<file path="config.mk">
export PLATFORM = sky130hd
export DESIGN_NAME = lsu
export DESIGN_NICKNAME = d
export VERILOG_FILES = /design/src/rtl/lsu.sv
export SDC_FILE = /design/constraint.sdc
export NUM_CORES = 1
export LEC_CHECK = 0
export BUFFER_PORTS_ARGS = -buffer_cell sky130_fd_sc_hd__clkbuf_2
export CAP_MARGIN = 20
export CORE_MARGIN = 5
export CORE_UTILIZATION = 51
export DETAILED_ROUTE_END_ITERATION = 12
export MAX_ROUTING_LAYER = met4
export PLACE_DENSITY = 0.79
export SLEW_MARGIN = 20
export SYNTH_ARGS = -nofsm -noshare
export SYNTH_HDL_FRONTEND = slang
export SYNTH_SLANG_ARGS = --single-unit
</file>
<file path="constraint.sdc">
create_clock -name clk -period 2.8 [get_ports clk]
set_input_delay 0.42 -clock clk [delete_from_list [all_inputs] [get_ports clk]]
set_output_delay 0.42 -clock clk [all_outputs]
set_load 0.01 [all_outputs]
</file>
<file path="src/rtl/lsu.sv">
// Load/store unit: accepts one op at a time from execute, drives a single-port
// DCCM (word reads, full-word writes) and produces register-file writeback.
// Sub-word stores use a read-modify-write through the same DCCM port.
module lsu (
    input  logic        clk,
    input  logic        rst_n,
    input  logic        valid_i,
    output logic        ready_o,
    input  logic [10:0] opcode_exe_2_mem_i,
    input  logic [4:0]  rd_exe_2_mem_i,
    input  logic [31:0] rd_data_exe_2_mem_i,
    input  logic [31:0] mem_address_i,
    input  logic [31:0] mem_data_i,
    input  logic        flush_i,
    output logic        dccm_rd_en,
    output logic [31:0] dccm_rd_addr,
    output logic        dccm_wr_en,
    output logic [31:0] dccm_wr_addr,
    output logic [31:0] dccm_wr_data,
    input  logic [31:0] dccm_rd_data,
    output logic        wb_en_o,
    output logic [4:0]  wb_rd_o,
    output logic [31:0] wb_data_o,
    output logic        mem_err_o
);

    localparam logic [6:0] OpLoad  = 7'b0000011;
    localparam logic [6:0] OpStore = 7'b0100011;

    typedef enum logic [1:0] {StIdle, StRd, StLdCap, StRmwCap} state_e;

    state_e      state_q, state_d;
    logic [2:0]  funct3_q, funct3_d;
    logic        is_store_q, is_store_d;
    logic [1:0]  addr_lo_q, addr_lo_d;
    logic [4:0]  rd_q, rd_d;
    logic [15:0] st_data_q, st_data_d;

    logic        rd_en_q, rd_en_d, wr_en_q, wr_en_d, wb_en_q, wb_en_d, err_q, err_d;
    logic [31:0] rd_addr_q, rd_addr_d, wr_addr_q, wr_addr_d, wr_data_q, wr_data_d;
    logic [31:0] wb_data_q, wb_data_d;
    logic [4:0]  wb_rd_q, wb_rd_d;

    // Bit 10 of the op format only distinguishes ALU variants, irrelevant here.
    logic unused_op_bit;
    assign unused_op_bit = opcode_exe_2_mem_i[10];

    // Input decode, only meaningful in the accept cycle.
    logic [2:0]  in_f3;
    logic        in_load, in_store, in_bad_f3, in_misal;
    logic [31:0] in_word_addr;
    assign in_f3        = opcode_exe_2_mem_i[9:7];
    assign in_load      = opcode_exe_2_mem_i[6:0] == OpLoad;
    assign in_store     = opcode_exe_2_mem_i[6:0] == OpStore;
    // Loads support 0,1,2,4,5; stores 0,1,2.
    assign in_bad_f3    = in_store ? (in_f3 > 3'd2) : (in_f3 == 3'd3 || in_f3[2:1] == 2'b11);
    assign in_misal     = (in_f3[1:0] == 2'b10 && mem_address_i[1:0] != 2'b00) ||
                          (in_f3[1:0] == 2'b01 && mem_address_i[0]);
    assign in_word_addr = {mem_address_i[31:2], 2'b00};

    // Load lane extraction with sign/zero extension.
    logic [7:0]  ld_byte;
    logic [15:0] ld_half;
    logic [31:0] ld_ext;
    always_comb begin
        ld_byte = dccm_rd_data[8*addr_lo_q +: 8];
        ld_half = addr_lo_q[1] ? dccm_rd_data[31:16] : dccm_rd_data[15:0];
        unique case (funct3_q)
            3'd0:    ld_ext = {{24{ld_byte[7]}}, ld_byte};
            3'd4:    ld_ext = {24'h0, ld_byte};
            3'd1:    ld_ext = {{16{ld_half[15]}}, ld_half};
            3'd5:    ld_ext = {16'h0, ld_half};
            default: ld_ext = dccm_rd_data;
        endcase
    end

    // Merge store byte/half into the word read back from DCCM.
    logic [31:0] merged;
    always_comb begin
        merged = dccm_rd_data;
        if (funct3_q[0]) begin
            if (addr_lo_q[1]) merged[31:16] = st_data_q;
            else              merged[15:0]  = st_data_q;
        end else begin
            merged[8*addr_lo_q +: 8] = st_data_q[7:0];
        end
    end

    // Next-state and registered-output logic; pulses default low every cycle.
    always_comb begin
        state_d    = state_q;
        funct3_d   = funct3_q;
        is_store_d = is_store_q;
        addr_lo_d  = addr_lo_q;
        rd_d       = rd_q;
        st_data_d  = st_data_q;
        rd_en_d    = 1'b0;
        wr_en_d    = 1'b0;
        wb_en_d    = 1'b0;
        err_d      = 1'b0;
        rd_addr_d  = rd_addr_q;
        wr_addr_d  = wr_addr_q;
        wr_data_d  = wr_data_q;
        wb_rd_d    = wb_rd_q;
        wb_data_d  = wb_data_q;
        unique case (state_q)
            StIdle: begin
                if (valid_i && !flush_i) begin
                    if (in_load || in_store) begin
                        if (in_bad_f3 || in_misal) begin
                            err_d = 1'b1;
                        end else if (in_store && in_f3 == 3'd2) begin
                            wr_en_d   = 1'b1;
                            wr_addr_d = in_word_addr;
                            wr_data_d = mem_data_i;
                        end else begin
                            rd_en_d    = 1'b1;
                            rd_addr_d  = in_word_addr;
                            funct3_d   = in_f3;
                            is_store_d = in_store;
                            addr_lo_d  = mem_address_i[1:0];
                            rd_d       = rd_exe_2_mem_i;
                            st_data_d  = mem_data_i[15:0];
                            state_d    = StRd;
                        end
                    end else begin
                        wb_en_d   = rd_exe_2_mem_i != 5'd0;
                        wb_rd_d   = rd_exe_2_mem_i;
                        wb_data_d = rd_data_exe_2_mem_i;
                    end
                end
            end
            StRd: begin
                if (flush_i)         state_d = StIdle;
                else if (is_store_q) state_d = StRmwCap;
                else                 state_d = StLdCap;
            end
            StLdCap: begin
                state_d = StIdle;
                if (!flush_i) begin
                    wb_en_d   = rd_q != 5'd0;
                    wb_rd_d   = rd_q;
                    wb_data_d = ld_ext;
                end
            end
            StRmwCap: begin
                state_d = StIdle;
                if (!flush_i) begin
                    wr_en_d   = 1'b1;
                    wr_addr_d = rd_addr_q;
                    wr_data_d = merged;
                end
            end
            default: state_d = StIdle;
        endcase
    end

    // State and output registers.
    always_ff @(posedge clk or negedge rst_n) begin
        if (!rst_n) begin
            state_q    <= StIdle;
            funct3_q   <= 3'd0;
            is_store_q <= 1'b0;
            addr_lo_q  <= 2'd0;
            rd_q       <= 5'd0;
            st_data_q  <= 16'h0;
            rd_en_q    <= 1'b0;
            wr_en_q    <= 1'b0;
            wb_en_q    <= 1'b0;
            err_q      <= 1'b0;
            rd_addr_q  <= 32'h0;
            wr_addr_q  <= 32'h0;
            wr_data_q  <= 32'h0;
            wb_rd_q    <= 5'd0;
            wb_data_q  <= 32'h0;
        end else begin
            state_q    <= state_d;
            funct3_q   <= funct3_d;
            is_store_q <= is_store_d;
            addr_lo_q  <= addr_lo_d;
            rd_q       <= rd_d;
            st_data_q  <= st_data_d;
            rd_en_q    <= rd_en_d;
            wr_en_q    <= wr_en_d;
            wb_en_q    <= wb_en_d;
            err_q      <= err_d;
            rd_addr_q  <= rd_addr_d;
            wr_addr_q  <= wr_addr_d;
            wr_data_q  <= wr_data_d;
            wb_rd_q    <= wb_rd_d;
            wb_data_q  <= wb_data_d;
        end
    end

    assign ready_o      = state_q == StIdle;
    assign dccm_rd_en   = rd_en_q;
    assign dccm_rd_addr = rd_addr_q;
    assign dccm_wr_en   = wr_en_q;
    assign dccm_wr_addr = wr_addr_q;
    assign dccm_wr_data = wr_data_q;
    assign wb_en_o      = wb_en_q;
    assign wb_rd_o      = wb_rd_q;
    assign wb_data_o    = wb_data_q;
    assign mem_err_o    = err_q;

endmodule

</file>
Yosys cells after proc, flatten, opt, wreduce, memory -nomap -nowiden. Cells that the tools add are included.

Flip-flop bits (word level): 164. Bits of input ports: 148. Output and inout port bits: 138. Word-level logic and storage cells: 117.

$add $sub $neg: 1. $lt $le $gt $ge: 1. Equality and inequality tests: 21. Shift-type cells: 3. Mux-type cells: 53. Bitwise operators: 2. Reduce and logical (&&, ||, !) cells: 21.

Operators with widths (number): $mux 32 (14); $pmux 32 s2 (3); $pmux 32 s4 (1); $mux 16 (3); $neg 5->34 (1); $shift 8x34->32 const A (1); $shiftx 8x34->32 (1); $bwmux 32 (1); $shiftx 32x6->8 (1); $mux 1 (19); $mux 5 (3); $mux 2 (5); $ne 2x2->1 const B (5); $pmux 5 s2 (1); $reduce_bool 5->1 (2); $eq 2x2->1 const B (4); $reduce_and 4->1 (2); $eq 7x2->1 const B (1); $eq 7x6->1 const B (1); $eq 3x2->1 const B (2); $eq 3x3->1 const B (2); $ne 2x1->1 const B (3); $pmux 2 s3 (1); $reduce_and 6->1 (1); other kinds (13) (24).

Depth between registers and ports, before layout.
Depth after elaboration: 8. Mapped depth: 11. Mapped depth without buffers: 6.

Worst setup path after synthesis. No wires, ideal clock.

Kind: register to register. From: reg addr_lo_q[1]. To: reg wr_data_q[10] (netlist: dccm_wr_data[10]). Library setup time: 0.125 ns. Arrival: 2.220 ns. Required time: 2.675 ns. Slack: 0.455 ns. Cell stages (with the launch flop): 12. Buffers on the path: 5. Period minus slack after synthesis: 2.345 ns. Cells stage by stage: dfrtp_1 -> buf_4 -> buf_2 -> buf_2 -> inv_1 -> ha_1 -> clkbuf_1 -> and4b_1 -> clkbuf_1 -> a2bb2oi_1 -> o21ai_0 -> mux2_4.

Cells in the longest elaborated chain, start to end: 6. Elaborated cells between the ends (all ways): 8. Classes of those cells: add/sub: 1; shift: 2; mux: 5.

Ends and longest elaborated chain: start, declared (RTL line 35) `logic [1:0] addr_lo_q, addr_lo_d;`; start signal, assigned (RTL line 180) `addr_lo_q <= addr_lo_d;`; $neg 5->34 (RTL line 85) `merged[8*addr_lo_q +: 8] = st_data_q[7:0];`; $shiftx 8x34->32 or $shift 8x34->32 (tied branches) (RTL line 85); $bwmux 32 (RTL line 85); $mux 32 (*) (RTL line 81) `if (funct3_q[0]) begin`; $mux 32 (*) (RTL line 148) `if (!flush_i) begin`; $pmux 32 s2 (*) (RTL line 106) `unique case (state_q)`; end signal, assigned (RTL line 189) `wr_data_q <= wr_data_d;`; end, declared (RTL line 40) `logic [31:0] rd_addr_q, rd_addr_d, wr_addr_q, wr_addr_d, wr_data_q, wr_data_d;`.

Every way passes the cells marked *; elsewhere a longest branch is shown, timed or not. The select of a mux whose other input is x is not followed. A chain may end at the register's enable or synchronous reset.

Worst setup path in the final report.
From: reg state_q[0]. To: reg wb_data_q[14] (netlist: wb_data_o[14]).

Cells in the longest elaborated chain, start to end: 3. Elaborated cells between the ends (all ways): 8. Classes of those cells: eq/ne: 4; mux: 1; reduce/logical: 3.

Ends and longest elaborated chain: start, declared (RTL line 32) `state_e state_q, state_d;`; start signal, assigned (RTL line 161) `state_q <= StIdle;`; start signal, assigned (RTL line 177) `state_q <= state_d;`; $eq 2x2->1 or $logic_not 2->1 (tied branches) (RTL line 106); $ne 2x2->1 (no source line) (tied with other cells); $reduce_and 4->1 (no source line); end signal, assigned (RTL line 191) `wb_data_q <= wb_data_d;`; end, declared (RTL line 41) `logic [31:0] wb_data_q, wb_data_d;`.

Several ways; a longest one is shown, not always the timed one.

==> impl_metrics.toml <==
[outcome]
status = "complete, no violations"

[grt]
grt_use_met2_pct = 42.11
grtUsageTotal_pct = 26.62
grt_most_used_layer = "met2"
grt_max_degree = 65
grt_overflow = 0
grt_use_met3_pct = 6.018
antenna_found_initial = 2
met1_usage_pct = 33.41
grt_pass1_vias = 7838
grt_pass1_wl_um = 43570

[synth]
ys_ff_latch = 162
yosysUniqueCellTypes = 60
syn_inst = 810
async_flop_share_pct = 100.0
ys_warn_count = 0
seq_area_frac_synth_pct = 43.59
synth_top_area_share_pct = 43.59
synth_area_leader_cell = "dfrtp_1"
synth_area_leaders = "dfrtp_1, mux2_4, mux2_2, mux2_1, o21ai_0"
avgSynthCellArea_sq_um = 11.48
synth_common_cells = "dfrtp_1, mux2_2, mux2_4, o21ai_0, nand2_1"
synth_edf_count = 0
synthFlopType = "dfrtp_1"
synth_most_common_cell = "dfrtp_1"
syn-cell-area_sq_um = 9300

[place]
gp_congestion = 0.9123
dp_slack_ps = 500.8
dpl.cell_count = 1274
dp_hpwl_um = 20430
place_area_sq_um = 10860
numPortBuffers = 280

[sta]
period_share_pct = 84.09
whs_ps = 214.4
post-route-min-period_ps = 2354
tns_ps = 0
setup_slack_ps = 445.5
max_slew_margin_pct = 51.19
fin_worst_skew_ps = 10.72
setup_viol = 0
worst_pin_slew_ps = 731.4
hold_violations = 0
rsz0062_at_grt = "no"
slew_viol_final = 0
max_freq_mhz = 424.7

[clocking]
clkTransAtPathRegs_ps = 70
cts.sinks = 162
cts_inserted_buffers = 17
clock-root-buffer = "clkbuf_16"
insertion_delay_ps = 430
ctsLongestPathBuffers = 2
post_cts_buffers = 0
cts.repair.resized = 0
htree_levels = 4
cts_tree = "built"
ctsHoldBuffers = 1

[die]
pin_count = 286
start_util_pct = 51.77
core_sq_um = 17960
chipWidth_um = 145.0
num_rows = 49
dieArea_sq_um = 21040
die_h_um = 145.0

[worst_setup_path]
reg2reg_setup_slack_ps = 450
worstPathCellList = "inv_1 > ha_1 > mux2i_1 > a311o_1 > buf_4 > a31oi_4 > a221o_1"
crit_path_end_kind = "register"
critPathBufInv = 2
cp.arrival_ps = 2670
reg2regPathDepth = 7
cp_slowest_cell = "dfrtp_1"
startpoint_type = "register"
required_ps = 3110
worstPathMaxFanout = 29
slowest_delay_ps = 410
crit_family = "compound AO/OA/AOI/OAI gates"
path_depth = 7
crit_type = "reg2reg"

[routing]
wire_per_inst_um = 21.24
vias = 7736
drc_errors = 0
viasPerCell = 5.910
drt.antenna.violating_nets = 0
drt-pass1-iter-count = 6
drt_iter0_markers = 615
wl_um = 27800

[job]
drv_cap = 0

[finish]
final_cell_count_no_fill = 1309
drive_gt1_share_pct = 45.64
finalNetCount = 1222
multi_input_area_sq_um = 4796
area.sequential_sq_um = 4056
finalInstanceArea_sq_um = 11440
area_delta_synth_final_pct = 23.02
fillers = 1494

[power]
peakVddDrop_mv = 0.4720
powerDensity_nw_per_um2 = 836.4
cellLeakagePower_nw = 5.907

[worst_hold_path]
hold_class = "in2reg"
whs_path_depth = 2
## kinds of logic (layout without fill, tap and decap cells)
logic type | Yosys count | after routing | synth area share, %
compound gates | 214 | 214 | 16.27
mux | 192 | 192 | 25.44
flops | 162 | 162 | 43.59
simple gates | 138 | 138 | 8.234
buf+inv | 94 | 359 | 5.220
fa+ha+maj | 9 | 9 | 1.211
other cells | 1 | 6 | 0.04032
## final cells by class
type                            instances  area share [%]
Antenna cell                            2         0.04374
Clock buffer                           17           3.718
Clock inverter                         15           1.236
Inverter                               22          0.7218
Multi-Input combinational cell        557           41.92
Sequential cell                       162           35.45
Tap cell                              229           2.504
Timing Repair Buffer                  305           14.40
## power by group
| part | leakage, nW | internal [mW] | switching [mW] |
|---|---|---|---|
| Sequential | 2.09 | 3.08 | 0.472 |
| Clock | 0.272 | 1.18 | 1.09 |
| Combinational | 3.55 | 1.86 | 1.89 |
| Total | 5.91 | 6.12 | 3.45 |
## metrics by stage
stage                     power [mW]  util, %
final                          9.570    63.69
after global routing           10.09    63.69
after CTS                      9.636    63.66
after detailed placement       7.340    60.45
after global placement         7.209    60.45
after floorplan                5.878        -
## per-layer routing
layer	vias to the layer above	routed length (um)
met5	-	0
met1	3778	11360
met3	67	2095
li1	3504	-
met4	0	977
met2	387	13370
## layout by cell type (no fill, tap or decap), types with 17 or more instances in the layout
| cell | synthesis | final |
|---|---|---|
| nor2_1 | 19 | 19 |
| mux2i_1 | 17 | 17 |
| a22oi_1 | 24 | 24 |
| clkbuf_2 | 0 | 279 |
| clkbuf_16 | 0 | 17 |
| o21ai_1 | 18 | 18 |
| a21oi_1 | 22 | 22 |
| o21ai_0 | 51 | 51 |
| buf_4 | 7 | 20 |
| a2bb2oi_1 | 19 | 19 |
| mux2_4 | 60 | 60 |
| nand2_1 | 48 | 48 |
| mux2_1 | 37 | 37 |
| mux2_2 | 78 | 78 |
| dfrtp_1 | 162 | 160 |
| inv_1 | 21 | 21 |
## flip-flops by register name (all words and copies together) (netlist names), 2 cells and up
name and count:
dccm_wr_data 32, dccm_wr_addr 30, wb_data_o 32, funct3_q 3, st_data_q 16, addr_lo_q 2, rd_q 5, dccm_rd_addr 30
state_q 2, wb_rd_o 5
## final timing paths
| check | start | to |
|---|---|---|
| worst max-delay path | state_q[0] | wb_data_o[14] |
| worst min-delay path | mem_address_i[8] | dccm_rd_addr[8] |
| worst max register to register | state_q[0] | wb_data_o[14] |
| worst min register to register | wb_rd_o[4] | wb_rd_o[4] |
| max in group asynchronous | rst_n | dccm_wr_data[3] |
| min in group asynchronous | rst_n | wb_data_o[20] |
No activity file was read; power rests on OpenSTA's default activity.
